`config.mk`:
```
export PLATFORM = sky130hd
export DESIGN_NAME = ram_arb
export DESIGN_NICKNAME = d
export VERILOG_FILES = /design/src/rtl/ram_arb_pkg.sv /design/src/rtl/ram_ptr.sv /design/src/rtl/ram_arb.sv
export SDC_FILE = /design/constraint.sdc
export NUM_CORES = 1
export LEC_CHECK = 0
export ABC_AREA = 1
export CAP_MARGIN = 10
export CORE_MARGIN = 8
export CORE_UTILIZATION = 45
export CTS_CLUSTER_DIAMETER = 80
export DETAILED_ROUTE_END_ITERATION = 8
export GPL_ROUTABILITY_DRIVEN = 0
export GPL_TIMING_DRIVEN = 0
export MAX_ROUTING_LAYER = met4
export PLACE_DENSITY = 0.8
export REMOVE_ABC_BUFFERS = 1
export SETUP_SLACK_MARGIN = 0.3
export SLEW_MARGIN = 20
export SYNTH_ARGS = -nofsm -noshare
export SYNTH_HDL_FRONTEND = slang
export SYNTH_SLANG_ARGS = --single-unit
```
`constraint.sdc`:
```
create_clock -name clk_2 -period 3.1 [get_ports clk_2]
set_input_delay 0.31 -clock clk_2 [delete_from_list [all_inputs] [get_ports clk_2]]
set_output_delay 0.31 -clock clk_2 [all_outputs]
set_load 0.1 [all_outputs]
```
`src/rtl/ram_arb_pkg.sv`:
```
// Shared types and constants for the single-port RAM arbiter.
package ram_arb_pkg;
  localparam int ADDR_W_DEF = 11;
  localparam int DATA_W_DEF = 8;
  localparam int DEPTH      = 2**ADDR_W_DEF;
  localparam int TOP_ADDR   = DEPTH-1;

  typedef enum logic [1:0] {GNT_NONE, GNT_WR, GNT_RD} grant_t;
endpackage

```
`src/rtl/ram_ptr.sv`:
```
// Descending circular-buffer pointer; reset/clear park it at the top address.
module ram_ptr #(
  parameter int W = 11
) (
  input  logic         clk_i,
  input  logic         rst_i,
  input  logic         clr_i,
  input  logic         dec_i,
  output logic [W-1:0] ptr_o
);
  logic [W-1:0] ptr_q;

  // Modular decrement gives the 0 -> top wrap for free.
  always_ff @(posedge clk_i) begin
    if (rst_i || clr_i) ptr_q <= '1;
    else if (dec_i)     ptr_q <= ptr_q - 1'b1;
  end

  assign ptr_o = ptr_q;
endmodule

```
`src/rtl/ram_arb.sv`:
```
// Round-robin arbiter sharing one single-port RAM between a write stream and a
// read drain, with the RAM managed as a top-down circular buffer.
module ram_arb
  import ram_arb_pkg::*;
#(
  parameter int ADDR_W = ADDR_W_DEF,
  parameter int DATA_W = DATA_W_DEF
) (
  input  logic              clk_2,
  input  logic              reset,
  input  logic              clr,
  input  logic              wr_req,
  input  logic [DATA_W-1:0] wr_data,
  output logic              wr_ack,
  input  logic              rd_req,
  output logic              rd_ack,
  output logic              rd_valid,
  output logic [DATA_W-1:0] rd_data,
  output logic [ADDR_W-1:0] ram_addr,
  output logic              ram_we,
  output logic              ram_re,
  output logic [DATA_W-1:0] ram_wdata,
  input  logic [DATA_W-1:0] ram_rdata,
  output logic [ADDR_W:0]   count,
  output logic              full,
  output logic              empty,
  output logic              ovf
);
  localparam logic [ADDR_W:0] FULL_CNT = {1'b1, {ADDR_W{1'b0}}};

  logic [ADDR_W-1:0] wr_ptr, rd_ptr;
  logic [ADDR_W-1:0] ram_addr_q;
  logic [DATA_W-1:0] ram_wdata_q, rd_data_q;
  logic [ADDR_W:0]   count_q;
  logic              wr_ack_q, rd_ack_q, ram_we_q, ram_re_q, rd_vld_q, ovf_q;
  grant_t            last_q, gnt_d;
  logic              wr_ok, rd_ok;

  assign full  = (count_q == FULL_CNT);
  assign empty = (count_q == '0);

  // Ack masking stops the still-high request from being granted twice.
  assign wr_ok = wr_req & ~full  & ~wr_ack_q;
  assign rd_ok = rd_req & ~empty & ~rd_ack_q;

  always_comb begin
    gnt_d = GNT_NONE;
    if (!clr) begin
      if (wr_ok && rd_ok) gnt_d = (last_q == GNT_RD) ? GNT_WR : GNT_RD;
      else if (wr_ok)     gnt_d = GNT_WR;
      else if (rd_ok)     gnt_d = GNT_RD;
    end
  end

  ram_ptr #(.W(ADDR_W)) u_wr_ptr (
    .clk_i(clk_2), .rst_i(reset), .clr_i(clr),
    .dec_i(!reset && gnt_d == GNT_WR), .ptr_o(wr_ptr)
  );

  ram_ptr #(.W(ADDR_W)) u_rd_ptr (
    .clk_i(clk_2), .rst_i(reset), .clr_i(clr),
    .dec_i(!reset && gnt_d == GNT_RD), .ptr_o(rd_ptr)
  );

  always_ff @(posedge clk_2) begin
    if (reset || clr) begin
      wr_ack_q    <= 1'b0;
      rd_ack_q    <= 1'b0;
      ram_we_q    <= 1'b0;
      ram_re_q    <= 1'b0;
      rd_vld_q    <= 1'b0;
      rd_data_q   <= '0;
      ram_wdata_q <= '0;
      count_q     <= '0;
      ovf_q       <= 1'b0;
      last_q      <= GNT_RD;
      if (reset) ram_addr_q <= '1;
    end else begin
      wr_ack_q <= (gnt_d == GNT_WR);
      rd_ack_q <= (gnt_d == GNT_RD);
      ram_we_q <= (gnt_d == GNT_WR);
      ram_re_q <= (gnt_d == GNT_RD);
      rd_vld_q <= ram_re_q;
      if (rd_vld_q) rd_data_q <= ram_rdata;
      if (wr_req && full) ovf_q <= 1'b1;
      if (gnt_d == GNT_WR) begin
        ram_addr_q  <= wr_ptr;
        ram_wdata_q <= wr_data;
        count_q     <= count_q + 1'b1;
        last_q      <= GNT_WR;
      end else if (gnt_d == GNT_RD) begin
        ram_addr_q <= rd_ptr;
        count_q    <= count_q - 1'b1;
        last_q     <= GNT_RD;
      end
    end
  end

  // RAM data arrives in the rd_valid cycle, so forward it then and hold it after.
  assign rd_data   = rd_vld_q ? ram_rdata : rd_data_q;
  assign rd_valid  = rd_vld_q;
  assign wr_ack    = wr_ack_q;
  assign rd_ack    = rd_ack_q;
  assign ram_we    = ram_we_q;
  assign ram_re    = ram_re_q;
  assign ram_addr  = ram_addr_q;
  assign ram_wdata = ram_wdata_q;
  assign count     = count_q;
  assign ovf       = ovf_q;
endmodule

```
Word-level counts from Yosys, hierarchy flattened
Index checks and enable logic that the tools add are counted.
{ "word_totals": {"regBits": 67, "latch_bits": 0, "ram_bits": 0, "mem_bits_ro": 0, "input_bits": 21, "out_inout_bits": 47, "elab_cells": 52, "memories": 0} }
{ "op_classes": {"n_addsub": 4, "multipliers": 0, "div": 0, "order_cmp": 0, "eq_ne": 5, "shift": 0, "mux": 14, "bitwise_logic": 8, "reduce_logical": 10} }
{ "ops": {"columns": ["operator", "count"], "rows": [
  ["11-bit 2-to-1 mux", 4],
  ["12-bit 2-to-1 mux", 2],
  ["11-bit by 1-bit subtractor with 11-bit output, second input constant", 2],
  ["2-bit 2-to-1 mux", 7],
  ["12-bit by 1-bit adder with 12-bit output, second input constant", 1],
  ["12-bit equality test, second input constant", 1],
  ["12-bit logical NOT", 1],
  ["12-bit by 1-bit subtractor with 12-bit output, second input constant", 1],
  ["8-bit 2-to-1 mux", 1],
  ["1-bit AND", 4],
  ["2-bit equality test, second input constant", 2],
  ["1-bit logical AND", 4],
  ["1-bit inverter", 4],
  ["3-bit nonzero test", 1],
  ["2-bit by 1-bit equality test with 1-bit output, second input constant", 1],
  ["2-bit != test, second input constant", 1],
  ["2-bit AND reduction", 1],
  ["2-bit nonzero test", 1],
  ["1-bit logical NOT", 1],
  ["1-bit logical OR", 1]
]} }

Longest topological paths before layout
Gate-level depths: netlist (run 1).
{ "logic_depth": {"word_depth": 12, "mapped_depth": 23, "mapped_depth_nobuf": 21} }

By module
From an unflattened synthesis (run 1), not the netlist that was laid out.
{ "unflattened": {"cells_unflattened": 496, "area_unflattened_um2": 3585.9} }
{ "by_module_without_submodules": {"columns": ["mod", "n_inst", "cells_per_inst", "area_per_inst_um2", "seq_area_each_um2"], "rows": [
  ["ram_arb", 1, 360, 2492.4, 1011.0],
  ["ram_ptr", 2, 68, 546.8, 220.2]
]} }

Least setup slack after synthesis (run 1)
OpenSTA, ideal clock, no wires.
{ "synth_timing": {"path_type": "reg-to-reg", "from": "reg count_q[11] (netlist: count[11])", "to": "reg count_q[8] (netlist: count[8])", "setup_time_ps": 109, "arrival_ps": 4356, "required_time_ps": 2991, "setup_slack_ps": -1365, "stages_incl_launch_ff": 18, "path_buffers": 2, "period_less_slack_ps": 4465, "cell_sequence": "dfxtp_1 inv_1 nor2_2 nor2_1 nand2_1 nand2_1 ha_1 buf_6 inv_6 clkbuf_1 ha_1 a21oi_1 nor2_1 nor2_1 a21o_1 nand3_1 nand2_1 inv_1"} }
{ "synth_between": {"word_cells_on_any_way": 17, "classes_between": "eq/ne (3); mux (5); bitwise (6); reduce/logical (3)"} }
{ "synth_lines": {"columns": ["element", "line_no", "text"], "rows": [
  ["start, declared", "ram_arb.sv:34", "logic [ADDR_W:0] count_q;"],
  ["start signal, assigned", "ram_arb.sv:89", "count_q <= count_q + 1'b1;"],
  ["start signal, assigned", "ram_arb.sv:93", "count_q <= count_q - 1'b1;"],
  ["12-bit equality test (*)", "ram_arb.sv:39", "assign full = (count_q == FULL_CNT);"],
  ["via full", "ram_arb.sv:25", "output logic full,"],
  ["1-bit inverter (*)", "ram_arb.sv:43", "assign wr_ok = wr_req & ~full & ~wr_ack_q;"],
  ["1-bit AND (*) (2 in series)", "ram_arb.sv:43", null],
  ["2-bit 2-to-1 mux / 1-bit logical AND (equally long branches)", "ram_arb.sv:50, ram_arb.sv:49", null],
  ["2-bit 2-to-1 mux (*)", "ram_arb.sv:49", "if (wr_ok && rd_ok) gnt_d = (last_q == GNT_RD) ? GNT_WR : GNT_RD;"],
  ["2-bit 2-to-1 mux (*)", "ram_arb.sv:48", "if (!clr) begin"],
  ["2-bit by 1-bit equality test with 1-bit output / 2-bit equality test (equally long branches)", "ram_arb.sv:86, ram_arb.sv:91", null],
  ["12-bit 2-to-1 mux / 2-bit nonzero test (equally long branches)", null, null]
]} }
Mark *: on every way through the listed nets, which the timed path passes. The rest lies on a longest branch.
A chain may end at the register's enable or synchronous reset.

Worst setup path in the final report (run 1)
{ "layout_timing": {"from": "reg count_q[3] (netlist: count[3])", "to": "reg count_q[8] (netlist: count[8])"} }
{ "layout_between": {"elab_chain_len": 10, "word_cells_on_any_way": 20, "classes_between": "add/sub (2); eq/ne (3); mux (6); bitwise (6); reduce/logical (3)"} }
{ "layout_lines": {"columns": ["element", "line_no", "text"], "rows": [
  ["12-bit logical NOT", "ram_arb.sv:40", "assign empty = (count_q == '0);"],
  ["1-bit inverter", "ram_arb.sv:44", "assign rd_ok = rd_req & ~empty & ~rd_ack_q;"],
  ["1-bit AND (2 in series)", "ram_arb.sv:44", null],
  ["2-bit 2-to-1 mux", "ram_arb.sv:51", "else if (rd_ok) gnt_d = GNT_RD;"],
  ["2-bit 2-to-1 mux", "ram_arb.sv:50", "else if (wr_ok) gnt_d = GNT_WR;"],
  ["2-bit 2-to-1 mux", "ram_arb.sv:49", null],
  ["2-bit 2-to-1 mux", "ram_arb.sv:48", null],
  ["2-bit by 1-bit equality test with 1-bit output / 2-bit equality test (equally long branches)", "ram_arb.sv:86, ram_arb.sv:91", null],
  ["12-bit 2-to-1 mux / 2-bit nonzero test (equally long branches)", null, null]
]} }
Parallel ways exist; a longest one is shown, timed or not. The select of a mux whose other input is x is not followed.

==> out/qor.yml, run 1 <==
clock_tree:
  clkLatencyLatePin_ps: 330
  clock_tree.root_cell: "clkbuf_8"
  cts-hold-fix-buffers: 0
  cts_buffers: 9
  cts_htree_levels: 3
  cts_tree: "done"
  numClockSinks: 67
  clkSlewWorstSetupHoldPaths_ps: 70
  cts_buffer_depth: 2
power_and_ir_drop:
  p_int_mw: 1.48
  switching_power_mw: 0.814
  p_clk_frac: 0.306
  ir_drop_mv: 0.233
  power_density_mw_per_mm2: 496
  seqPwrFrac: 0.403
  p_leak_nw: 2.10
  pwr-share-comb: 0.292
  swShare: 0.354
global_route:
  grt_max_degree: 34
  antenna_found_initial: 0
  first_global_vias: 3197
  grt-ovfl-total: 0
  grt_usage: 0.161
  grt_pass1_wl_um: 14300
drt:
  via_count: 3295
  firstDrtPassIters: 4
  wl_um: 8830
  route.detailed.drc: 0
  ant_nets: 0
  wire_per_inst_um: 13.5
  drt-initial-drc-count: 219
  vias_per_cell: 5.05
logic_synthesis:
  synth-edff-count: 11
  synth_common_cells: "nand2_1 (128), inv_1 (76), dfxtp_1 (56), a21oi_1 (36), nand3_1 (36)"
  synth-main-ff-cell: "dfxtp_1"
  synthArstFlopShare: 0
  postSynthCellCount: 475
  synth_top_area_frac: 0.320
  ys_ff_latch: 67
  synth_area_leader_cell: "dfxtp_1"
  synth_area_sq_mm: 0.00351
  synth_cell_types: 35
  synth.area.top_cells: "dfxtp_1 (32%), nand2_1 (14%), edfxtp_1 (9.4%), inv_1 (8.1%), ha_1 (5.3%)"
  yosys_warnings: 0
  avgSynthCellArea_sq_um: 7.39
  yosysSeqAreaShare: 0.414
  synth_most_common_cell: "nand2_1"
timing:
  drv_slew: 0
  fin_crit_sh: 0.863
  slew_headroom: 0.336
  fin_skew_ps: 7.85
  holdWs_ps: 456
  tightest_slew_ps: 993
  rsz0062_at_grt: "yes"
  setup-violations-final: 0
  period_needed_ps: 2670
  hold_viol_final: 0
  fmax_mhz: 374
  tns_ps: 0
floorplan:
  start_util: 0.459
  die_h_um: 104
  io_pins: 68
  die_width_um: 104
  dieArea_sq_mm: 0.0109
  core_area_sq_mm: 0.00765
  num_rows: 32
placed_design:
  dpl_cell_area_sq_mm: 0.00424
  dp_hpwl_um: 6000
  port_buffers: 67
  place_inst: 629
worst_setup_path:
  worstPathArrival_ps: 2960
  crit_path_start_kind: "flip-flop"
  cp-end-kind: "flip-flop"
  crit_required_ps: 3380
  critPathMaxFanout: 3
  worstRegToRegCells: 19
  crit_type: "flip-flop to flip-flop"
finish:
  final_area_sq_mm: 0.00463
  final_cells: 653
  diodes: 0
  register_area_sq_mm: 0.00146
  multi_input_area_sq_mm: 0.00180
  nets: 583
  area_growth_syn_to_layout_pct: 31.9
  num-fill-cells: 690
  final_layout_size_suffix_gt1_frac: 0.122
  final_util: 0.605
worst_hold_path:
  hold_path_class: "flip-flop to flip-flop"
  holdPathStages: 2
job:
  drv_cap: 0
outcome:
  status: "complete, no violations"
[power groups by stage]
| stage | Combinational, mW | Clock, mW | Sequential (mW) |
|---|---|---|---|
| after floorplan | 0.314 | 0 | 1.08 |
| after global placement | 0.588 | 0 | 0.941 |
| after detailed placement | 0.602 | 0 | 0.941 |
| after CTS | 0.622 | 0.714 | 0.921 |
| after global routing | 0.724 | 0.754 | 0.927 |
| final | 0.670 | 0.702 | 0.924 |
[final cells by class]
type                       instances  share of cell area
tap                              102              0.0276
clock inverter                     5              0.0116
inverter                          79              0.0668
sequential                        67               0.315
multi-input combinational        313               0.390
timing repair inverter             1             0.00189
timing repair buffer              75               0.159
clock buffer                      11              0.0284
[cells by family (layout without fill, tap and decap cells)]
family | after synthesis | count (layout) | synth area share
and+or+nand+nor | 212 | 212 | 0.276
DFF | 67 | 67 | 0.414
xor gates and xnor gates | 6 | 6 | 0.0150
buffers and inverters | 95 | 171 | 0.109
AOI/OAI and AO/OA | 79 | 79 | 0.127
adders and majority gates | 16 | 16 | 0.0592
[flip-flops by register name, indices dropped and copies added (netlist names)]
register and flops:
ram_we 1, rd_valid 1, ram_addr 11, ovf 1, u_wr_ptr.ptr_o 11, u_rd_ptr.ptr_o 11, count 12, rd_data_q 8
ram_re 1, last_q 2, ram_wdata 8
[worst max-delay path, stage by stage (launching register included)]
cell and delay, ps:
dfxtp_2 350, inv_1 80, nand4_1 140, nor2_2 210, nand2_2 100, nor2_4 130
nor2_2 60, nand2_1 50, nand2_1 90, ha_4 220, buf_4 170, fa_2 360
inv_2 80, nand3_1 70, nand3_2 100, nand2_1 80, a21o_1 180, nand3_1 60
nand2_1 60, inv_1 40
[cell usage in the layout (no fill, tap or decap), types with 11 or more instances in the layout]
master,netlist,routed
inv_1,76,73
dfxtp_1,56,50
nor2_1,26,22
a21oi_1,36,32
clkdlybuf4s50_1,0,65
nand2_1,128,125
nand3_1,36,33
o21ai_0,20,19
o211ai_1,13,13
edfxtp_1,11,11
[worst paths after layout]
check	from	endpoint	slack, ps
setup reg to reg	count[3]	count[8]	430
hold reg to reg	last_q[0]	last_q[0]	460
hold / removal	last_q[0]	last_q[0]	460
setup / recovery	count[3]	count[8]	430
[what timing repair did]
item	CTS	global route
resized for setup	9	31
pin swaps	1	3
buffers inserted	3	4
endpoints found under the setup margin	40	20
gates cloned	0	1
[layer usage]
layer / track usage / share of wire / wire (um) / vias up
met5: - / 0 / 0 / -
met4: 0.0693 / 0.016 / 140 / 0
met3: 0.0502 / 0.058 / 508 / 11
met2: 0.260 / 0.50 / 4370 / 94
met1: 0.181 / 0.43 / 3810 / 1519
li1: - / - / - / 1671
[stage by stage]
| step | power (mW) | worst slack, ps |
|---|---|---|
| finish | 2.30 | 425 |
| global route | 2.41 | 248 |
| CTS | 2.26 | 296 |
| detailed placement | 1.54 | -738 |
| global placement | 1.53 | -673 |
| floorplan | 1.39 | -1110 |
(Power assumes the default switching activity.)
==> run 2: changes to the inputs <==
--- a/config.mk
+++ b/config.mk
@@ -10,14 +10,16 @@
 export CORE_MARGIN = 8
 export CORE_UTILIZATION = 45
 export CTS_CLUSTER_DIAMETER = 80
+export CTS_CLUSTER_SIZE = 40
 export DETAILED_ROUTE_END_ITERATION = 8
 export GPL_ROUTABILITY_DRIVEN = 0
 export GPL_TIMING_DRIVEN = 0
 export MAX_ROUTING_LAYER = met4
-export PLACE_DENSITY = 0.8
+export PLACE_DENSITY = 0.79
 export REMOVE_ABC_BUFFERS = 1
 export SETUP_SLACK_MARGIN = 0.3
 export SLEW_MARGIN = 20
 export SYNTH_ARGS = -nofsm -noshare
 export SYNTH_HDL_FRONTEND = slang
+export SYNTH_HIERARCHICAL = 1
 export SYNTH_SLANG_ARGS = --single-unit
==> out/qor.yml, run 2 <==
worst_setup_path:
  crit_path_start_kind: "flip-flop"
  crit_top_cell: "nand2_1"
  cp_num_buf_inv: 6  # +2
  cp.depth: 23  # +4
  cp_slowest_cell: "dfxtp_4"
  cp_slowest_stage_delay_ps: 360  # about the same
  r2r-end: "count[7]"
  worstPathArrival_ps: 3090  # +130 ps
  cp_top_family: "simple AND/OR/NAND/NOR gates"
  crit_chain: "nor2_2, nand2_2, nor2_4, nand2_2, nor3_4, nor2_2, nand2_2, nand2_2, inv_2, ha_4, clkinvlp_4, buf_12, ha_4, nand2_1, inv_1, nand2_1, nand2_1, inv_1, nand2_1, xnor2_1, nand2_1, nand2_1, inv_1"
  crit_required_ps: 3350  # -30 ps
  setup.worst_path.start: "count[2]"
  crit_end: "count[7]"
  cp-end-kind: "flip-flop"
  crit_type: "flip-flop to flip-flop"
  critPathMaxFanout: 6  # +3
  rrSetupSlack_ps: 260  # -170 ps
  worstRegToRegCells: 23  # +4
  r2r_start: "count[2]"
logic_synthesis:
  synthXorXnorAreaFrac: 0.0147  # -0.000324
  ys_ff_latch: 67  # unchanged
  synth-main-ff-cell: "dfxtp_1"
  yosys.area_share.adder: 0.0544  # -0.00477
  avgSynthCellArea_sq_um: 7.23  # -2.1%
  synth_area_sq_mm: 0.00359  # +2.2%
  post_synth_and_or_nand_nor_area_fraction: 0.362  # +0.0858
  synth_area_leader_cell: "dfxtp_1"
  synthArstFlopShare: 0  # unchanged
  muxShareOfSynthArea: 0  # unchanged
  synth_compound_area_frac: 0.0816  # -0.0450
  synth_top_area_frac: 0.313  # -0.00691
  synth.area.top_cells: "dfxtp_1 (31%), nand2_1 (16%), edfxtp_1 (9.2%), nand3_1 (6.6%), inv_1 (6.1%)"
  yosys_warnings: 6  # +6
  yosysSeqAreaShare: 0.405  # -0.00895
  synth_most_common_cell: "nand2_1"
  synth_common_cells: "nand2_1 (150), inv_1 (58), dfxtp_1 (56), nand3_1 (47), nor2_1 (43)"
  postSynthCellCount: 496  # +4.4%
  synth_cell_types: 34  # -2.9%
  synth-edff-count: 11  # unchanged
  synth_top_family_by_area: "simple AND/OR/NAND/NOR gates"
timing:
  period_needed_ps: 2840  # +167 ps
  slew_headroom: 0.322  # -0.0144
  tightest_slew_ps: 1010  # +21.6 ps
  fin_crit_sh: 0.916  # +0.0537
  setup-violations-final: 0  # unchanged
  hold_viol_final: 0  # unchanged
  fmax_mhz: 352  # -5.9%
  drv_slew: 0  # unchanged
  rsz0062_at_grt: "yes"
  holdWs_ps: 466  # +10.4 ps
  tns_ps: 0  # unchanged
  fin_skew_ps: 15.6  # +7.78 ps
outcome:
  status: "complete, no violations"
floorplan:
  num_rows: 32  # unchanged
  die_width_um: 105  # +0.93%
  start_util: 0.464  # +0.00528
  core_area_sq_mm: 0.00773  # +1.0%
  dieArea_sq_mm: 0.0111  # +1.9%
  die_h_um: 105  # +0.93%
  io_pins: 68  # unchanged
clock_tree:
  cts_buffers: 9  # unchanged
  cts_htree_levels: 3  # unchanged
  clock_tree.root_cell: "clkbuf_8"
  clkSlewWorstSetupHoldPaths_ps: 90  # +20 ps
  clkLatencyLatePin_ps: 350  # +20 ps
  numClockSinks: 67  # unchanged
  cts_buffer_depth: 2  # unchanged
  cts_tree: "done"
  cts-hold-fix-buffers: 0  # unchanged
global_route:
  grt_pass1_wl_um: 15100  # +5.8%
  grt_max_degree: 31  # -8.8%
  grt_usage: 0.168  # +0.00702
  first_global_vias: 3259  # +1.9%
  antenna_found_initial: 0  # unchanged
  grt-ovfl-total: 0  # unchanged
drt:
  wire_per_inst_um: 13.6  # +0.28%
  vias_per_cell: 5.03  # -0.36%
  wl_um: 9220  # +4.4%
  drt-initial-drc-count: 208  # -5.0%
  firstDrtPassIters: 5  # +1
  route.detailed.drc: 0  # unchanged
  ant_nets: 0  # unchanged
  via_count: 3419  # +3.8%
power_and_ir_drop:
  p_leak_nw: 2.17  # +3.3%
  power_density_mw_per_mm2: 522  # +5.2%
  ir_drop_mv: 0.261  # +12%
  power_mw: 2.55  # +11%
placed_design:
  dpl_cell_area_sq_mm: 0.00432  # +2.0%
  port_buffers: 67  # unchanged
  dp_hpwl_um: 6160  # +2.7%
finish:
  final_area_sq_mm: 0.00488  # +5.4%
  final_cell_mix: "nand2_1 (146), clkdlybuf4s50_1 (65), inv_1 (56)"
  layout_commonest_cell: "nand2_1"
  diodes: 0  # unchanged
  area_growth_syn_to_layout_pct: 36.0
  final_util: 0.631  # +0.0261
  final_layout_size_suffix_gt1_frac: 0.168  # +0.0462
  nets: 609  # +4.5%
  largest_reg_flops: 12  # unchanged
worst_hold_path:
  hold_path_class: "flip-flop to flip-flop"
job:
  drv_cap: 0  # unchanged
==> run 2: stage by stage <==
stage | instances | setup slack [ps]
after floorplan | 483 | -1770
after global placement | 652 | -1120
after detailed placement | 652 | -1270
after CTS | 674 | 244
after global routing | 680 | 77.5
final | 680 | 259
==> run 2: repair_timing <==
item                                    4_1_cts  5_1_grt
setup buffers                                 5        5
endpoints found under the setup margin       55       34
resized for setup                            11       50
pin swaps                                     3        7
cloned                                        1        1
==> run 2: metal layers <==
metal | GRT usage | vias to the layer above | part of all wire
met5 | - | - | 0
met4 | 0.0775 | 0 | 0.013
met3 | 0.0365 | 13 | 0.056
met2 | 0.281 | 104 | 0.50
met1 | 0.189 | 1559 | 0.43
li1 | - | 1743 | -
==> run 2: cell families (layout without fill, tap and decap cells) <==
| logic type | after synthesis | in the layout |
|---|---|---|
| buf+inv | 75 | 157 |
| fa+ha+maj | 15 | 15 |
| flops | 67 | 67 |
| xor+xnor | 6 | 6 |
| compound gates | 54 | 54 |
| simple gates | 279 | 279 |
==> run 2: worst min-delay path by stage <==
| stage | from | end | slack (ps) | depth (start not counted) |
|---|---|---|---|---|
| 6_report | ram_wdata[4] | ram_wdata[4] | 470 | 2 |
| 5_1_grt | ram_wdata[5] | ram_wdata[5] | 490 | 2 |
| 4_1_cts | last_q[0] | last_q[0] | 460 | 2 |
| 3_5_place_dp | last_q[0] | last_q[0] | 450 | 2 |
| 3_3_place_gp | last_q[0] | last_q[0] | 440 | 2 |
| 2_1_floorplan | reset | u_rd_ptr/ptr_o[0] | 420 | 2 |
==> run 2: power breakdown <==
part | leakage, nW | internal (mW) | switching (mW)
registers | 0.540 | 0.910 | 0.0275
logic | 1.53 | 0.291 | 0.568
clock network | 0.0962 | 0.377 | 0.373
total | 2.17 | 1.58 | 0.969
==> run 2: layout make-up <==
| class | instances | area, sq um |
|---|---|---|
| Inverter | 62 | 236 |
| Clock inverter | 7 | 76.3 |
| Timing Repair Buffer | 78 | 785 |
| Clock buffer | 9 | 124 |
| Timing Repair inverter | 1 | 7.51 |
| Multi-Input combinational cell | 354 | 2050 |
| Fill cell | 636 | 2850 |
| Sequential cell | 67 | 1470 |
| Tap cell | 102 | 128 |
==> run 2: worst reg2reg max path: cells and delay by family, from the launching register on <==
family | cells | cell delay (ps)
AND/OR/NAND/NOR | 14 | 1240
flip-flops | 1 | 360
XOR/XNOR | 1 | 110
adder cells (fa/ha/maj) | 2 | 460
buffers and inverters | 6 | 570
==> run 3: changes to the inputs <==
==> constraint.sdc (replaced) <==
create_clock -name clk_2 -period 3.1 [get_ports clk_2]
set_input_delay 0.31 -clock clk_2 [delete_from_list [all_inputs] [get_ports clk_2]]
set_output_delay 0.31 -clock clk_2 [all_outputs]
set_load 0.01 [all_outputs]
==> out/qor.yml, run 3 (synthesized netlist as in run 2, its figures left out) <==
global_route:
  grt_max_degree: 31  # unchanged
  grt_usage: 0.171  # +0.00237
  grt_pass1_wl_um: 15300  # +1.2%
  antenna_found_initial: 0  # unchanged
  first_global_vias: 3282  # +0.71%
  grt-ovfl-total: 0  # unchanged
timing:
  tns_ps: 0  # unchanged
  drv_slew: 0  # unchanged
  tightest_slew_ps: 1010  # -3.46 ps
  period_needed_ps: 2910  # +67.0 ps
  setup-violations-final: 0  # unchanged
  fin_crit_sh: 0.938  # +0.0216
  fin_skew_ps: 13.6  # -2.07 ps
  hold_viol_final: 0  # unchanged
  rsz0062_at_grt: "yes"
  slew_headroom: 0.325  # +0.00368
  fmax_mhz: 344  # -2.3%
drt:
  ant_nets: 0  # unchanged
  wire_per_inst_um: 14.8  # +9.4%
  drt-initial-drc-count: 232  # +12%
  route.detailed.drc: 0  # unchanged
  vias_per_cell: 5.12  # +1.7%
  firstDrtPassIters: 5  # unchanged
  wl_um: 10200  # +10%
  via_count: 3509  # +2.6%
placed_design:
  port_buffers: 67  # unchanged
  dp_hpwl_um: 6160  # unchanged
  dpl_cell_area_sq_mm: 0.00432  # unchanged
worst_setup_path:
  worstPathArrival_ps: 3170  # +80 ps
  crit_path_start_kind: "flip-flop"
  crit_type: "flip-flop to flip-flop"
  crit_required_ps: 3360  # about the same
  critPathMaxFanout: 6  # unchanged
  cp-end-kind: "flip-flop"
floorplan:
  num_rows: 32  # unchanged
  die_h_um: 105  # unchanged
  io_pins: 68  # unchanged
  die_width_um: 105  # unchanged
  dieArea_sq_mm: 0.0111  # unchanged
  start_util: 0.464  # unchanged
  core_area_sq_mm: 0.00773  # unchanged
job:
  drv_cap: 0  # unchanged
clock_tree:
  cts_htree_levels: 3  # unchanged
  clkLatencyLatePin_ps: 350  # about the same
  clock_tree.root_cell: "clkbuf_8"
  numClockSinks: 67  # unchanged
  cts_buffer_depth: 2  # unchanged
  clkSlewWorstSetupHoldPaths_ps: 90  # about the same
  cts_tree: "done"
  cts_buffers: 9  # unchanged
finish:
  nets: 615  # +0.99%
  final_layout_size_suffix_gt1_frac: 0.224  # +0.0565
  area_growth_syn_to_layout_pct: 40.7
  largest_reg_flops: 12  # unchanged
  final_cell_mix: "nand2_1 (132), clkdlybuf4s50_1 (67), inv_1 (50)"
  final_area_sq_mm: 0.00505  # +3.4%
  layout_commonest_cell: "nand2_1"
  diodes: 0  # unchanged
power_and_ir_drop:
  p_leak_nw: 2.18  # +0.45%
  ir_drop_mv: 0.233  # -11%
  power_density_mw_per_mm2: 491  # -5.9%
outcome:
  status: "complete, no violations"
worst_hold_path:
  hold_path_class: "flip-flop to flip-flop"
[run 3: cell types whose count changed in the layout (fill, tap and decap cells not counted), moves of 3 or more]
cell and change:
buf_4 +4, inv_1 -6, inv_2 +5, nand2_1 -14, nand2_2 +11, nand2_4 +3
nand3_1 -5, nand3_2 +3
[run 3: path summary, 6_finish.rpt]
| path | start | to | slack (ps) | cells past startpoint |
|---|---|---|---|---|
| setup reg to reg | count[2] | count[9] | 190 | 22 |
| hold reg to reg | ram_wdata[4] | ram_wdata[4] | 460 | 2 |
| setup / recovery | count[2] | count[9] | 190 | 22 |
| hold / removal | ram_wdata[4] | ram_wdata[4] | 460 | 2 |
[run 3: stage by stage]
step                      setup WS [ps]  hold slack [ps]  std cells   util  total power [mW]
after floorplan                    -261              417        483      -              1.30
after global placement            -1120              442        652  0.559              1.45
after detailed placement          -1270              448        652  0.559              1.46
after CTS                           296              458        674  0.609              2.28
after global routing               68.1              488        686  0.653              2.59
final                               192              462        686  0.653              2.48
[run 3: power by group]
group | switching (mW) | total (mW) | internal, mW
combinational | 0.438 | 0.783 | 0.346
clock | 0.377 | 0.753 | 0.377
sequential | 0.0306 | 0.940 | 0.910
total | 0.845 | 2.48 | 1.63
[run 3: cell type report]
type | count | area (sq um)
Sequential cell | 67 | 1460
Multi-Input combinational cell | 354 | 2170
Clock inverter | 7 | 76.3
Fill cell | 601 | 2680
Timing Repair inverter | 1 | 7.51
Timing Repair Buffer | 84 | 836
Clock buffer | 9 | 124
Tap cell | 102 | 128
Inverter | 62 | 240
[run 3: repair_timing]
action                     in CTS  in global routing
cloned                          1                  1
resized for setup              19                 71
pin swaps                       2                 30
hold buffers                    0                  0
buffers inserted                5                 11
setup endpoints to repair      53                 31
[run 3: critical path, stage by stage, from the launching register on]
cell,delay [ps]
dfxtp_2,360
nor2_2,150
nand2_2,80
nor2_4,120
nand2_2,70
nor3_4,200
nor2_2,70
nand2_2,90
nand2_2,60
inv_2,70
ha_4,160
clkinvlp_4,140
buf_12,180
ha_4,310
nand2_2,100
nand2_1,90
nand2_1,60
nand2_1,60
nand2_1,110
nand4_1,130
nand3_1,70
nand2_1,70
inv_1,40
[run 3: routing by layer]
metal  up-vias  part of all wire  global-route usage
li1       1750                 -                   -
met1      1597              0.41               0.193
met2       133              0.50               0.283
met3        29             0.061              0.0365
met4         0             0.029              0.0805
met5         -                 0                   -
